--- src/rtl/voice_pkg.sv ---
// voice_pkg: shared datapath defaults and reader state encoding
package voice_pkg;
  localparam int DATA_W_DEF = 32;
  localparam int N_BINS_DEF = 64;
  localparam int IDX_W_DEF = 6;
  typedef enum logic {IDLE, STREAM} rd_state_t;
endpackage

--- src/rtl/bin_bank.sv ---
// bin_bank: one frame of bins with written-mask, single write port and registered zero-filling read
module bin_bank import voice_pkg::*; #(
  parameter int DATA_W = DATA_W_DEF,
  parameter int N_BINS = N_BINS_DEF,
  parameter int IDX_W = IDX_W_DEF
) (
  input  logic              clk,
  input  logic              rst,
  input  logic              we,
  input  logic              clr,
  input  logic [IDX_W-1:0]  waddr,
  input  logic [DATA_W-1:0] wdata,
  input  logic [IDX_W-1:0]  raddr,
  output logic [DATA_W-1:0] rdata
);
  logic [DATA_W-1:0] mem [N_BINS];
  logic [N_BINS-1:0] mask;
  // bin storage, contents survive reset since the mask gates them
  always_ff @(posedge clk)
    if (we) mem[waddr] <= wdata;
  // clear dominates a same-cycle write so a dropped or recycled frame starts empty
  always_ff @(posedge clk or negedge rst)
    if (!rst) mask <= '0;
    else if (clr) mask <= '0;
    else if (we) mask[waddr] <= 1'b1;
  // write-through read so a bin landing on the closing edge is visible at once
  always_ff @(posedge clk or negedge rst)
    if (!rst) rdata <= '0;
    else rdata <= (we && waddr == raddr) ? wdata : mask[raddr] ? mem[raddr] : '0;
endmodule

--- src/rtl/ifft_bin_collector.sv ---
// ifft_bin_collector: ping-pong frame buffer feeding the IFFT stage in bin order
module ifft_bin_collector import voice_pkg::*; #(
  parameter int DATA_W = DATA_W_DEF,
  parameter int N_BINS = N_BINS_DEF,
  parameter int IDX_W = IDX_W_DEF
) (
  input  logic              clk,
  input  logic              rst,
  input  logic              in_valid,
  input  logic [DATA_W-1:0] in_data,
  input  logic [IDX_W-1:0]  in_freq,
  input  logic              in_fin,
  input  logic              out_ready,
  output logic              out_valid,
  output logic [DATA_W-1:0] out_data,
  output logic [IDX_W-1:0]  out_idx,
  output logic              out_last,
  output logic              overflow
);
  localparam logic [IDX_W-1:0] LAST = IDX_W'(N_BINS - 1);
  rd_state_t state;
  logic wr_bank, fin_q, arm, close, final_hs, accept, drop, nxt_valid;
  logic [IDX_W-1:0] nxt_idx;
  logic [DATA_W-1:0] rdata [2];
  // close detection and accept/drop arbitration against the reader
  always_comb begin
    close = in_fin & ~fin_q & arm;
    final_hs = out_valid & out_ready & out_last;
    accept = close & (state == IDLE | final_hs);
    drop = close & ~accept;
    nxt_valid = accept | (out_valid & ~final_hs);
    nxt_idx = accept ? '0 : (out_valid & out_ready & ~out_last) ? out_idx + 1'b1 : out_idx;
  end
  for (genvar b = 0; b < 2; b++) begin : g_bank
    bin_bank #(.DATA_W(DATA_W), .N_BINS(N_BINS), .IDX_W(IDX_W)) u_bank (
      .clk   (clk),
      .rst   (rst),
      .we    (in_valid & (wr_bank == 1'(b))),
      .clr   ((accept & (wr_bank != 1'(b))) | (drop & (wr_bank == 1'(b)))),
      .waddr (in_freq),
      .wdata (in_data),
      .raddr (nxt_idx),
      .rdata (rdata[b])
    );
  end
  assign out_data = rdata[~wr_bank];
  // reader FSM, bank swap and registered stream outputs; arm blocks a close until in_fin is seen low after reset
  always_ff @(posedge clk or negedge rst)
    if (!rst) begin
      state <= IDLE;
      wr_bank <= 1'b0;
      fin_q <= 1'b0;
      arm <= 1'b0;
      out_valid <= 1'b0;
      out_idx <= '0;
      out_last <= 1'b0;
      overflow <= 1'b0;
    end else begin
      state <= accept ? STREAM : final_hs ? IDLE : state;
      wr_bank <= wr_bank ^ accept;
      fin_q <= in_fin;
      arm <= arm | ~in_fin;
      out_valid <= nxt_valid;
      out_idx <= nxt_idx;
      out_last <= nxt_valid & (nxt_idx == LAST);
      overflow <= drop;
    end
endmodule

--- config.mk ---
export PLATFORM = sky130hd
export DESIGN_NAME = ifft_bin_collector
export DESIGN_NICKNAME = d
export VERILOG_FILES = /design/src/rtl/voice_pkg.sv /design/src/rtl/bin_bank.sv /design/src/rtl/ifft_bin_collector.sv
export SDC_FILE = /design/constraint.sdc
export NUM_CORES = 2
export LEC_CHECK = 0
export CAP_MARGIN = 20
export CELL_PAD_IN_SITES_DETAIL_PLACEMENT = 0
export CELL_PAD_IN_SITES_GLOBAL_PLACEMENT = 1
export CORE_ASPECT_RATIO = 1.2
export CORE_MARGIN = 3
export CORE_UTILIZATION = 25
export CTS_CLUSTER_SIZE = 30
export DETAILED_ROUTE_END_ITERATION = 6
export GPL_TIMING_DRIVEN = 0
export PLACE_DENSITY_LB_ADDON = 0.2
export SETUP_SLACK_MARGIN = 0.05
export SLEW_MARGIN = 20
export SYNTH_ARGS = -nofsm -noshare
export SYNTH_HDL_FRONTEND = slang
export SYNTH_SLANG_ARGS = --single-unit
--- constraint.sdc ---
create_clock -name clk -period 4.8 [get_ports clk]
set_clock_uncertainty 0.15 [all_clocks]
set_input_delay 1.44 -clock clk [delete_from_list [all_inputs] [get_ports clk]]
set_output_delay 1.44 -clock clk [all_outputs]
set_load 0.02 [all_outputs]
==> results.tsv <==
metric	value	unit
status	finished, violations left	
violations in the final reports	design-rule violations, negative setup slack	
Synth top area share	0.745	
area of the multi-input gates	0.0352	mm²
Fin. Hold Viols	0	
Core Region	0.658	mm²
Post-Synthesis Cells	10255	
Final #Nets	11165	
DR iter-0 viols	15175	
main combinational cell family by area after synthesis	compound AO/OA/AOI/OAI gates	
Data arrival, critical path	5.68	ns
post-layout util	0.309	
total grt overflow	0	
register area	0.128	mm²
CTS Root Cell	clkbuf_16	
worst setup margin	-0.109	ns
post-synthesis mux area share	0.0220	
Clock Latency Late Sink	1.07	ns
most common cell in the netlist	edfxtp_1	
initial core utilization	0.251	
cts bufs inserted	441	
WS Path Type	input port to flop	
CTS tree	built	
initial antenna violation count	107	
fillers	64548	
Final setup viols	4	
first-pass GRT wire length	1020000	µm
maximum clock insertion buffer count	4	
Max H-tree Level	5	
critical-path cell list	buf_2, nand3b_4, xor2_4, buf_6, clkbuf_2, clkbuf_2, nand2_1, nand3_1, o21ai_0, nor2_1, nor3_1, o311ai_2, a32o_2	
vias	107436	
Yosys top cell by area	edfxtp_1	
min Tclk post-route	4.91	ns
Adder-Cell Fraction of Synth Area	0.0000758	
Clock Pin Slew Worst Setup and Hold Paths	0.06	ns
CP most frequent cell	clkbuf_2	
area of the die	0.670	mm²
Post-Synth XOR/XNOR Area	0.000841	
CTS Sinks	4301	
Hold Crit Class	input port to async pin	
Vias/cell	5.29	
CP peak stage delay	0.58	ns
simple-gate portion of the synthesized area	0.0518	
post-synthesis sequential area ratio	0.776	
sequential fraction of design power	0.304	
Hold-fix buffers, CTS	0	
post-synthesis net count	10299	
Startpoint Class	input port	
Die X	748	µm
clock share of power	0.255	
Commonest cells post-synth	edfxtp_1 (4096), nand2_1 (1393), a221oi_1 (463)	
Yosys warnings	0	
# DRC	11	
Power Dens Cells	679	mW/mm²
endpoint class of the critical path	flop	
P_leak	0.0650	µW
synth top area cells	edfxtp_1 (75%), nand2_1 (3.2%), dfrtp_1 (3.1%), a221oi_1 (2.5%), mux2i_1 (1.8%)	
EDFF count, synth	4096	
Max rail drop VDD	0.484	mV
Core Rows	326	
maxcap violations	0	
vias in the first global route	104122	
synth unique cells	86	
switching power	61200	µW
dpl hpwl	574000	µm
Chip Height	896	µm
Power Internal	76600	µW
wire per inst	38.9	µm
WP data required	5.57	ns
synthesized area	0.165	mm²
Tot GR Track Use	0.228	
TritonRoute pass-1 iters	7	
crit-path max FO	10	
largest net degree at the start of global routing	119	
Async S/R FF share, synth	0.0477	
Final Max Slew Viols	0	
mean post-synth cell area	16.1	µm²
Slowest-stage cell, CP	a32o_2	
compound-gate portion of the synthesized area	0.126	
sw frac	0.444	
DP Area	0.185	mm²
crit share post-route	1.02	
synthesis-to-finish area growth	22.9	%
Max-slew headroom	0.119	
worst-margin pin slew	1.32	ns
share of layout cells above drive strength 1	0.174	
Achievable Freq	204	MHz
Combinational Power Share	0.441	
Port Buf Inserts	79	
non-filler cells, final	20317	
design area	0.203	mm²
Total Wirelength	790000	µm
R2R Setup Slk	-0.07	ns
prevailing post-synth register cell	edfxtp_1	
I/O pin cnt	84	
RSZ-0062 raised after global routing	no	
Final GP Congestion	0.909	
Yosys reg bits	4301	
DRT antenna net count	0	
Post-Place Cells	19344	
## power by group through the flow
stage	Sequential (µW)	Clock (µW)	Combinational (µW)
after floorplan	42500	0	23700
after global placement	43100	0	55400
after detailed placement	42700	0	56300
after CTS	41900	35600	59700
after global routing	41900	37000	61400
final	41900	35200	60700
## through the flow
stage / setup WS, ns / hold WS, ns / total power (µW) / setup TNS, ns
after floorplan: 0.0493 / 0.306 / 66200 / 0
after global placement: -7.72 / 0.321 / 98500 / -
after detailed placement: -3.84 / 0.325 / 99000 / -1792.50
after CTS: 0.00702 / 0.100 / 137000 / 0
after global routing: 0.0446 / 0.155 / 140000 / 0
final: -0.109 / 0.162 / 138000 / -0.284
## metal layers
metal | up-vias | routed length (µm) | track usage
li1 | 43421 | - | -
met1 | 57233 | 302000 | 0.277
met2 | 5477 | 379000 | 0.382
met3 | 1277 | 56800 | 0.0412
met4 | 28 | 52200 | 0.128
met5 | - | 189 | 0
## cell type report
| type | instances | share of cell area |
|---|---|---|
| tap | 8692 | 0.0536 |
| sequential | 4301 | 0.632 |
| inverter | 7 | 0.000204 |
| clock inverter | 271 | 0.0138 |
| clock buffer | 547 | 0.0574 |
| antenna | 129 | 0.00159 |
| buffer | 804 | 0.0263 |
| multi-input combinational | 5140 | 0.173 |
| timing repair buffer | 426 | 0.0421 |
## worst max-delay path, delay by kind of cell
family / cells / cell delay [ns]
buf+inv: 4 / 1.52
compound gates: 3 / 1.21
simple gates: 5 / 1.02
xor+xnor: 1 / 0.45
## worst paths after layout
path                                                       start                                    end  cells past startpoint
max                                                    out_ready   g_bank[1].u_bank.rdata[20]$_DFF_PN0_                     13
min in group clk           g_bank[1].u_bank.mask[52]$_DFFE_PN0P_  g_bank[1].u_bank.mask[52]$_DFFE_PN0P_                      1
max reg2reg                                 out_idx[0]$_DFF_PN0_   g_bank[0].u_bank.rdata[28]$_DFF_PN0_                     10
min reg2reg                g_bank[1].u_bank.mask[52]$_DFFE_PN0P_  g_bank[1].u_bank.mask[52]$_DFFE_PN0P_                      1
min                                                          rst                     overflow$_DFF_PN0_                      1
max in group asynchronous                                    rst                   out_idx[0]$_DFF_PN0_                      2
## logic make-up (layout without fill, tap and decap cells)
group,after synthesis,count (layout)
flip-flops,4301,4301
AO/OA/AOI/OAI,2738,2738
AND/OR/NAND/NOR,2035,2035
buffers and inverters,814,2055
multiplexers,354,354
XOR/XNOR,12,12
adder cells (fa/ha/maj),1,1
other,0,129
## registers in the layout, indices dropped and copies added, names as in the netlist
name / flops
g_bank.u_bank.mask: 128
fin_q: 1
g_bank.u_bank.mem: 4096
out_idx: 6
out_valid: 1
g_bank.u_bank.rdata: 64
state: 1
arm: 1
out_last: 1
overflow: 1
wr_bank: 1
## timing repair
action	CTS	global route
setup endpoints to repair	253	172
endpoints found under the hold margin	0	0
pin swaps	46	12
buffers inserted	28	1
gates resized for setup	720	52
## layout by cell type (no fill, tap or decap), types with 96 or more instances in the layout
master     synthesis  final
a22oi_1          124    115
diode_2            0    129
a21o_1           122    122
o21ai_0          370    350
dfrtp_1          205    200
o21a_1           130    130
clkinv_2           0     96
mux2i_1          296    295
clkbuf_2           1    142
a32o_1           124    110
a21oi_1          359    355
buf_12             0    185
buf_2            304    187
buf_16             0    156
a221oi_1         463    463
buf_4             49    148
edfxtp_1        4096   4096
a221o_1          227    227
nand2_1         1393   1392
nand3_1          268    262
a311oi_1         231    224
clkbuf_1         372    281
clkbuf_16          0    447
nor2_4             0    129
(Power assumes the default switching activity.)
